[src/rtl/vme_cmd_pkg.sv]
// Shared types and constants for the VME command responder.
// Stats register addresses are only decoded when VME_CMD_STATS_EN is defined.
package vme_cmd_pkg;

  typedef enum logic [1:0] {
    StIdle,
    StAccess,
    StResp
  } state_e;

  localparam int unsigned RD_BIT  = 25;
  localparam int unsigned WR_BIT  = 24;
  localparam int unsigned ERR_BIT = 31;
  localparam int unsigned TMO_BIT = 30;

  localparam logic [15:0] DEAD_DATA = 16'hDEAD;

  localparam logic [3:0]  STATS_DEV        = 4'hF;
  localparam logic [11:0] STATS_LEGAL_ADDR = 12'h000;
  localparam logic [11:0] STATS_ERR_ADDR   = 12'h004;
  localparam logic [11:0] STATS_CLR_ADDR   = 12'h008;

  function automatic logic [31:0] pack_resp(input logic err, input logic tmo,
                                            input logic [15:0] data);
    logic [31:0] w_word;
    w_word          = 32'h0;
    w_word[ERR_BIT] = err;
    w_word[TMO_BIT] = tmo;
    w_word[15:0]    = data;
    return w_word;
  endfunction

endpackage

[src/rtl/vme_cmd_responder_timeout.sv]
// Bus-access watchdog: counts enabled cycles and flags when TIMEOUT is reached.
module vme_timeout_ctr #(
  parameter int unsigned TIMEOUT = 255
) (
  input  logic clk,
  input  logic rst,
  input  logic i_clr,
  input  logic i_en,
  output logic o_expired
);

  localparam int unsigned W = (TIMEOUT < 2) ? 1 : $clog2(TIMEOUT + 1);

  logic [W-1:0] r_cnt;

  always_ff @(posedge clk or posedge rst) begin
    if (rst) begin
      r_cnt <= '0;
    end else if (i_clr) begin
      r_cnt <= '0;
    end else if (i_en && !o_expired) begin
      r_cnt <= r_cnt + 1'b1;
    end
  end

  assign o_expired = (r_cnt == W'(TIMEOUT));

endmodule

[src/rtl/vme_cmd_responder.sv]
// VME command responder: one strobe/ack device access per accepted command.
// Define VME_CMD_STATS_EN to decode device F internally as command/error counters.
module vme_cmd_responder
  import vme_cmd_pkg::*;
#(
  parameter logic [7:0]  BOARD_ID = 8'hA8,
  parameter int unsigned TIMEOUT  = 255
) (
  input  logic        clk,
  input  logic        rst,
  input  logic        start,
  input  logic [31:0] vme_cmd_reg,
  input  logic [31:0] vme_dat_reg_in,
  output logic        vme_cmd_rd,
  output logic        vme_dat_wr,
  output logic [31:0] vme_dat_reg_out,
  output logic [3:0]  dev_num,
  output logic [11:0] dev_addr,
  output logic [15:0] dev_wdata,
  output logic        dev_we,
  output logic        dev_strobe,
  input  logic        dev_ack,
  input  logic [15:0] dev_rdata
);

  state_e      r_state, w_state_d;
  logic        r_cmd_rd, r_dat_wr, r_strobe, r_dev_we, r_internal;
  logic [3:0]  r_dev_num;
  logic [11:0] r_dev_addr;
  logic [15:0] r_dev_wdata;
  logic [31:0] r_dat_out, w_resp_d;
  logic        w_accept, w_legal_in, w_internal_in, w_internal_d, w_expired;
  logic        w_unused;

  assign w_unused   = ^{vme_dat_reg_in[31:16], vme_cmd_reg[31:26]};
  assign w_accept   = start && r_cmd_rd;
  assign w_legal_in = (vme_cmd_reg[23:16] == BOARD_ID) &&
                      (vme_cmd_reg[RD_BIT] ^ vme_cmd_reg[WR_BIT]);

`ifdef VME_CMD_STATS_EN
  logic [15:0] r_legal_cnt, r_err_cnt;
  logic        w_count_legal, w_count_err, w_stats_clr;
  assign w_internal_in = (vme_cmd_reg[15:12] == STATS_DEV);
`else
  assign w_internal_in = 1'b0;
`endif

  assign w_internal_d = w_accept ? w_internal_in : r_internal;

  vme_timeout_ctr #(
    .TIMEOUT (TIMEOUT)
  ) u_timeout (
    .clk       (clk),
    .rst       (rst),
    .i_clr     (r_state != StAccess),
    .i_en      (r_state == StAccess),
    .o_expired (w_expired)
  );

  always_comb begin
    w_state_d = r_state;
    w_resp_d  = r_dat_out;
`ifdef VME_CMD_STATS_EN
    w_count_legal = 1'b0;
    w_count_err   = 1'b0;
    w_stats_clr   = 1'b0;
`endif
    unique case (r_state)
      StIdle: begin
        if (w_accept) begin
          if (w_legal_in) begin
            w_state_d = StAccess;
          end else begin
            w_state_d = StResp;
            w_resp_d  = pack_resp(1'b1, 1'b0, 16'h0);
`ifdef VME_CMD_STATS_EN
            w_count_err = 1'b1;
`endif
          end
        end
      end
      StAccess: begin
`ifdef VME_CMD_STATS_EN
        if (r_internal) begin
          // Counter values are read before this command's own increment lands.
          w_state_d     = StResp;
          w_count_legal = 1'b1;
          if (!r_dev_we && r_dev_addr == STATS_LEGAL_ADDR) begin
            w_resp_d = pack_resp(1'b0, 1'b0, r_legal_cnt);
          end else if (!r_dev_we && r_dev_addr == STATS_ERR_ADDR) begin
            w_resp_d = pack_resp(1'b0, 1'b0, r_err_cnt);
          end else if (r_dev_we && r_dev_addr == STATS_CLR_ADDR) begin
            w_resp_d    = pack_resp(1'b0, 1'b0, r_dev_wdata);
            w_stats_clr = 1'b1;
          end else begin
            w_resp_d    = pack_resp(1'b1, 1'b0, 16'h0);
            w_count_err = 1'b1;
          end
        end else
`endif
        if (dev_ack) begin
          // Ack takes priority over a timeout expiring in the same cycle.
          w_state_d = StResp;
          w_resp_d  = pack_resp(1'b0, 1'b0, r_dev_we ? r_dev_wdata : dev_rdata);
`ifdef VME_CMD_STATS_EN
          w_count_legal = 1'b1;
`endif
        end else if (w_expired) begin
          w_state_d = StResp;
          w_resp_d  = pack_resp(1'b1, 1'b1, DEAD_DATA);
`ifdef VME_CMD_STATS_EN
          w_count_legal = 1'b1;
          w_count_err   = 1'b1;
`endif
        end
      end
      StResp:  w_state_d = StIdle;
      default: w_state_d = StIdle;
    endcase
  end

  always_ff @(posedge clk or posedge rst) begin
    if (rst) begin
      r_state     <= StIdle;
      r_cmd_rd    <= 1'b0;
      r_dat_wr    <= 1'b0;
      r_strobe    <= 1'b0;
      r_dev_we    <= 1'b0;
      r_internal  <= 1'b0;
      r_dev_num   <= '0;
      r_dev_addr  <= '0;
      r_dev_wdata <= '0;
      r_dat_out   <= '0;
    end else begin
      r_state   <= w_state_d;
      r_cmd_rd  <= (w_state_d == StIdle);
      r_dat_wr  <= (w_state_d == StResp);
      r_strobe  <= (w_state_d == StAccess) && !w_internal_d;
      r_dat_out <= w_resp_d;
      if (w_accept) begin
        r_dev_num   <= vme_cmd_reg[15:12];
        r_dev_addr  <= vme_cmd_reg[11:0];
        r_dev_we    <= vme_cmd_reg[WR_BIT];
        r_dev_wdata <= vme_dat_reg_in[15:0];
        r_internal  <= w_internal_in;
      end
    end
  end

`ifdef VME_CMD_STATS_EN
  always_ff @(posedge clk or posedge rst) begin
    if (rst) begin
      r_legal_cnt <= '0;
      r_err_cnt   <= '0;
    end else if (w_stats_clr) begin
      r_legal_cnt <= '0;
      r_err_cnt   <= '0;
    end else begin
      if (w_count_legal && r_legal_cnt != 16'hFFFF) r_legal_cnt <= r_legal_cnt + 16'd1;
      if (w_count_err && r_err_cnt != 16'hFFFF)     r_err_cnt   <= r_err_cnt + 16'd1;
    end
  end
`endif

  assign vme_cmd_rd      = r_cmd_rd;
  assign vme_dat_wr      = r_dat_wr;
  assign vme_dat_reg_out = r_dat_out;
  assign dev_num         = r_dev_num;
  assign dev_addr        = r_dev_addr;
  assign dev_wdata       = r_dev_wdata;
  assign dev_we          = r_dev_we;
  assign dev_strobe      = r_strobe;

endmodule

[config.mk]
export PLATFORM = sky130hd
export DESIGN_NAME = vme_cmd_responder
export DESIGN_NICKNAME = d
export VERILOG_FILES = /design/src/rtl/vme_cmd_pkg.sv /design/src/rtl/vme_cmd_responder_timeout.sv /design/src/rtl/vme_cmd_responder.sv
export SDC_FILE = /design/constraint.sdc
export NUM_CORES = 1
export LEC_CHECK = 0
export BUFFER_PORTS_ARGS = -buffer_cell sky130_fd_sc_hd__buf_2
export CAP_MARGIN = 40
export CORE_ASPECT_RATIO = 1.1
export CORE_MARGIN = 4
export CORE_UTILIZATION = 45
export DETAILED_ROUTE_END_ITERATION = 12
export HOLD_SLACK_MARGIN = 0.06
export PLACE_DENSITY = 0.8
export SYNTH_ARGS = -nofsm -noshare
export SYNTH_HDL_FRONTEND = slang
export SYNTH_SLANG_ARGS = --single-unit
[constraint.sdc]
create_clock -name clk -period 2 [get_ports clk]
set_input_delay 0.1 -clock clk [delete_from_list [all_inputs] [get_ports clk]]
set_output_delay 0.1 -clock clk [all_outputs]
set_load 0.01 [all_outputs]
==> results of run 1 <==
## area by class of cell
cell class / count / area, um^2
Tap cell: 80 / 100
Clock buffer: 12 / 165
Sequential cell: 65 / 1630
Multi-Input combinational cell: 146 / 1170
Fill cell: 484 / 2150
Timing Repair Buffer: 158 / 991
Inverter: 3 / 11.3
Clock inverter: 2 / 13.8
## timing repair
item | CTS | global route
gates resized for setup | 0 | 1
endpoints found under the setup margin | 0 | 8
hold buffers | 37 | 0
endpoints found under the hold margin | 101 | 0
## cell usage after synthesis, types with 2 or more instances
cell type  count
a21oi_1        2
a22o_1         3
a22o_2         9
and2_1         2
and4_1         2
buf_4         14
clkbuf_1       7
dfrtp_1       65
inv_1          3
mux2_2        33
mux2i_1       18
nand2_1       15
nand2b_1       3
nand3_1        2
nor2_1        11
nor3_1         3
o2111ai_1      2
o21ai_0        2
o2bb2ai_1      6
xor2_1         4
## per-layer routing
metal,vias up,global-route usage [%]
li1,1095,-
met1,1139,22.3
met2,93,35.0
met3,12,6.49
met4,0,7.39
met5,-,0
## through the flow
| stage | worst slack (ns) | power [mW] |
|---|---|---|
| 2_1_floorplan | 0.274 | 1.89 |
| 3_5_place_dp | 0.183 | 2.13 |
| 3_3_place_gp | 0.230 | 2.11 |
| 5_1_grt | 0.202 | 3.31 |
| 6_report | 0.342 | 3.17 |
| 4_1_cts | 0.161 | 3.19 |
## flip-flops by register name, indices dropped and copies added, names as in the netlist
name and cells:
vme_dat_reg_out 18, r_internal 1, dev_we 1, vme_cmd_rd 1, vme_dat_wr 1, u_timeout.r_cnt 8
dev_addr 12, dev_wdata 16, dev_strobe 1, r_state 2, dev_num 4
## kinds of logic after synthesis
family	synth area share, %
xor gates and xnor gates	1.51
muxes	19.0
DFF	56.0
and+or+nand+nor	7.92
adders and majority gates	0.430
other	0.129
AOI/OAI and AO/OA	9.47
buffers and inverters	5.60
## power by group
part / internal (mW) / switching [mW]
sequential: 1.43 / 0.0811
combinational: 0.337 / 0.311
clock: 0.538 / 0.467
## path summary, 6_finish.rpt
kind                                     from                   to  slack (ns)  cells past startpoint
min reg2reg                        r_internal           dev_strobe        0.46                      1
max in group asynchronous                 rst  vme_dat_reg_out[31]        1.22                      4
min                              dev_rdata[8]   vme_dat_reg_out[8]        0.09                      3
max reg2reg                u_timeout.r_cnt[3]   vme_dat_reg_out[8]        0.34                      4
max                        u_timeout.r_cnt[3]   vme_dat_reg_out[8]        0.34                      4
min in group asynchronous                 rst          dev_addr[8]        0.39                      4
## worst max-delay path, stage by stage, from the launching register on
cell and delay, ns:
dfrtp_1 0.44, and4_1 0.26, a41oi_1 0.23, a211o_1 0.46
o2bb2ai_1 0.16
==> flow_summary_export.csv, run 1 <==
group,metric,value,unit
status,outcome,"finished, final reports clean",
sta,finalCriticalPeriod,1.66,ns
clocking,cts_buffers,9,
sta,rsz0062_at_grt,"no",
setup_path,arrival,1.87,ns
synthesis,netlist_instances,225,
grt,grt_pass1_wl,12.1,mm
synthesis,synth_seq_area_share,56.0,%
synthesis,synth.avg_cell_area,12.9,um^2
placed_design,dpl.cell_count,415,
layout,insertedDiodeCount,0,
synthesis,yosys.area.top_type_share,56.0,%
synthesis,syn_area,2910,um^2
pwr,p_per_area,777,nW/um^2
min_path,hp-class,"in2reg",
floorplan,start_util,46.6,%
drt,first_iter_violations,162,
floorplan,core,6230,um^2
drt,dr_wl_met3,527,um
sta,final-setup-viol-count,0,
drt,vias,2339,
sta,hold_ws,0.0890,ns
setup_path,start_kind,"flop",
drt,m1WireLength,2.90,mm
layout,fin_util,65.4,%
clocking,clkTransAtPathRegs,0.07,ns
setup_path,worstPathMaxFanout,7,
layout,syn_to_final_growth,40.2,%
sta,finalCritPeriodShare,82.9,%
clocking,clock_latency,0.33,ns
setup_path,critPathKind,"reg2reg",
floorplan,die-area,7810,um^2
synthesis,synth_edf_count,0,
drt,top_layer,"met4",
grt,antenna_found_initial,0,
setup_path,critPathCaptureType,"flop",
drt,antenna_left,0,
synthesis,synth-main-ff-cell,"dfrtp_1",
clocking,cts_setup_buffers,0,
pwr,ir_drop,0.527,mV
pwr,power_leakage,2.07,nW
drt,wl_per_cell,16.5,um
clocking,htreeDepth,3,
floorplan,num_io_pins,152,
clocking,cts.sinks,65,
layout,drive_gt1_share,47.4,%
layout,final_cell_mix,"buf_2, dfrtp_1, dlygate4sd3_1",
layout,layout.nets,468,
synthesis,ys.warnings.count,0,
layout,stdcell_count,466,
synthesis,ys_ff_latch,65,
sta,hold_viol_final,0,
floorplan,num_rows,30,
synthesis,yosys-top-cells-area,"dfrtp_1, mux2_2, mux2i_1",
drt,viasPerCell,5.02,
floorplan,chipHeight,92.3,um
clocking,cts_root_buffer,"clkbuf_8",
drt,routed-wl-met2,4.13,mm
drt,finalWirelength,7.68,mm
placed_design,gp_congestion,0.837,
setup_path,cp.required,2.21,ns
placed_design,place_area,3520,um^2
sta,tightest_slew,0.567,ns
clocking,cts_tree,"yes",
placed_design,io_buffers,115,
grt,grt_max_degree,39,
floorplan,chipWidth,84.6,um
synthesis,synthArstFlopShare,100,%
sta,skew,0.0111,ns
synthesis,synth.distinct_cells,39,
drt,drcViolationCount,0,
flow_run,maxCapViolCount,0,
grt,grt_pass1_vias,2499,
placed_design,hpwl,5.19,mm
layout,finish.instance_area,4080,um^2
grt,grt_use_total,19.9,%
sta,slew_viol_final,0,
sta,slew_headroom,61.9,%
synthesis,synth_area_leader_cell,"dfrtp_1",
sta,max_freq,0.603,GHz
clocking,clk_path_buf_depth,2,
sta,fin_setup_tns,0,ns
grt,overflow,0,
drt,drt_pass1_iterations,6,
layout,layout_commonest_cell,"buf_2",
Note: power is estimated with default switching activity, not from simulation.
==> inputs of run 2 (changes only) <==
CORE_UTILIZATION = 41   (was 45)
PLACE_DENSITY = 0.77   (was 0.8)
clock period = 1.3 ns   (was 2 ns; I/O delays follow)
==> run 2 against run 1 <==
  * The run now ends with setup timing left
  * Sequential share of layout area is 5.1 points lower
  * First-iteration DRC count is 0.62% lower
  * Wire length is 12% higher
  * Final area is 15% higher
  * Utilization is 3.9 points higher
  * Clock skew is 0.0082 ns higher
  * Critical path type unchanged
  * Critical endpoint is now vme_dat_reg_out[6]
  * Largest power group unchanged
==> flow_summary_export.csv, run 2 (synthesis gave the netlist of run 1 again) <==
group,metric,value,unit
min_path,hp-class,"in2reg",
grt,grt_pass1_wl,13.3,mm
setup_path,cp.required,1.52,ns
status,violations,"setup timing",
drt,drt_pass1_iterations,6,
drt,vias,2566,
floorplan,num_rows,31,
setup_path,worstPathMaxFanout,7,
sta,rsz0062_at_grt,"yes",
pwr,p_clk_share,33.1,%
setup_path,critPathKind,"reg2reg",
sta,max_freq,0.673,GHz
layout,layout.nets,509,
sta,skew,0.0193,ns
floorplan,chipHeight,96.3,um
grt,grt_max_degree,29,
setup_path,critPathCaptureType,"flop",
pwr,p_comb_share,22.1,%
floorplan,start_util,43.1,%
setup_path,cpMaxStageDelayCell,"a211o_4",
grt,grt_use_total,20.6,%
min_path,hold_depth,4,
layout,layout_commonest_cell,"buf_2",
floorplan,die-area,8500,um^2
floorplan,core,6750,um^2
layout,finish.instance_area,4680,um^2
drt,finalWirelength,8.64,mm
pwr,p_sw,1.46,mW
drt,wl_per_cell,16.9,um
placed_design,place_area,3800,um^2
sta,tightest_slew,0.528,ns
setup_path,worstRegToRegCells,5,
placed_design,gp_congestion,0.765,
placed_design,io_buffers,115,
sta,fin_ws,-0.186,ns
layout,fin_util,69.3,%
sta,hold_viol_final,0,
pwr,ir_drop,0.873,mV
pwr,power_leakage,2.31,nW
layout,drive_gt1_share,55.2,%
clocking,cts_tree,"yes",
grt,grt_pass1_vias,2785,
grt,antenna_found_initial,0,
clocking,clock_latency,0.35,ns
drt,drcViolationCount,0,
drt,antenna_left,0,
floorplan,num_io_pins,152,
pwr,p_per_area,1110,nW/um^2
drt,first_iter_violations,161,
setup_path,critical_path_buf_inv_count,1,
pwr,seqPwrFrac,44.8,%
sta,finalCriticalPeriod,1.49,ns
layout,fillers,488,
layout,largest_reg_flops,18,
sta,slew_headroom,64.8,%
clocking,cts.sinks,65,
setup_path,arrival,1.71,ns
clocking,cts_root_buffer,"clkbuf_8",
floorplan,chipWidth,88.3,um
setup_path,crit_cells,5,
setup_path,cp_slowest_stage_delay,0.36,ns
layout,syn_to_final_growth,61.0,%
flow_run,maxCapViolCount,0,
grt,overflow,0,
pwr,total_power,5.19,mW
sta,slew_viol_final,0,
status,outcome,"finished, violations left",
sta,finalCritPeriodShare,114,%
pwr,p_sw_share,28.2,%
sta,final-setup-viol-count,26,
setup_path,crit_family,"compound AO/OA/AOI/OAI gates",
clocking,cts_buffers,9,
clocking,htreeDepth,3,
placed_design,hpwl,5.32,mm
setup_path,crit_chain,"and4_4 > a41oi_4 > buf_6 > a211o_4 > o2bb2ai_1",
drt,viasPerCell,5.01,
clocking,clkTransAtPathRegs,0.07,ns
layout,final_cell_mix,"buf_2, dfrtp_1, dlygate4sd3_1",
setup_path,start_kind,"flop",
pwr,p_int,3.73,mW
clocking,clk_path_buf_depth,2,
## run 2: cell count changes in the layout (fill, tap and decap cells not counted), moves of 3 or more
cell and change:
dlygate4sd3_1 +10, buf_4 +20, buf_6 +6, nand2_1 -4
clkinvlp_4 +3, a22o_4 +3, nand2_2 +4, clkbuf_8 -3
buf_12 +5, a22o_2 -3
## run 2: per-layer routing
layer | vias up | part of all wire, % | global-route usage [%]
met3 | 22 | 5.9 | 5.82
met1 | 1266 | 37 | 23.4
li1 | 1175 | - | -
met2 | 103 | 54 | 36.0
met5 | - | 0 | 0
met4 | 0 | 2.9 | 9.19
## run 2: path summary, 6_finish.rpt
path | start | endpoint | slack [ns]
min reg2reg | r_internal | dev_strobe | 0.45
min in group asynchronous | rst | dev_addr[5] | 0.31
max reg2reg | u_timeout.r_cnt[3] | vme_dat_reg_out[6] | -0.19
min | dev_rdata[14] | vme_dat_reg_out[14] | 0.08
max in group asynchronous | rst | vme_dat_reg_out[1] | 0.51
max | u_timeout.r_cnt[3] | vme_dat_reg_out[6] | -0.19
## run 2: worst min-delay path, stage by stage
cell	delay (ns)
buf_2	0.08
mux2i_1	0.06
nand2_1	0.07
a22o_2	0.12
## run 2: stage by stage
step           TNS [ns]  cells  setup WS (ns)  hold slack, ns
2_1_floorplan     -2.12    238         -0.177           0.203
3_3_place_gp      -6.49    439         -0.338          0.0986
3_5_place_dp      -7.54    439         -0.415           0.111
4_1_cts           -2.65    507         -0.195          0.0702
5_1_grt           -5.27    511         -0.262          0.0812
6_report          -2.86    512         -0.186          0.0755
## run 2: power groups by stage
stage | registers [mW] | clock network (mW) | logic, mW
6_report | 2.32 | 1.72 | 1.15
4_1_cts | 2.32 | 1.74 | 1.13
2_1_floorplan | 2.43 | 0 | 0.510
3_5_place_dp | 2.36 | 0 | 1.01
5_1_grt | 2.35 | 1.85 | 1.24
3_3_place_gp | 2.34 | 0 | 0.988
## run 2: timing repair
action | in CTS | in global routing
buffers inserted | 6 | 8
pin swaps | 8 | 17
setup endpoints to repair | 25 | 45
gates resized for setup | 17 | 17
endpoints found under the hold margin | 65 | 0
hold buffers | 47 | 0
## run 2: cell type report
class                   instances  area (um^2)  area share (%)
flip-flops and latches         65         1630            34.8
repair buffers                199         1410            30.1
multi-input cells             146         1330            28.4
clock buffers                  10          128            2.73
well taps                      82          103            2.19
clock inverters                 6         67.6            1.44
inverters                       3         15.0           0.321
diodes                          1         2.50          0.0535
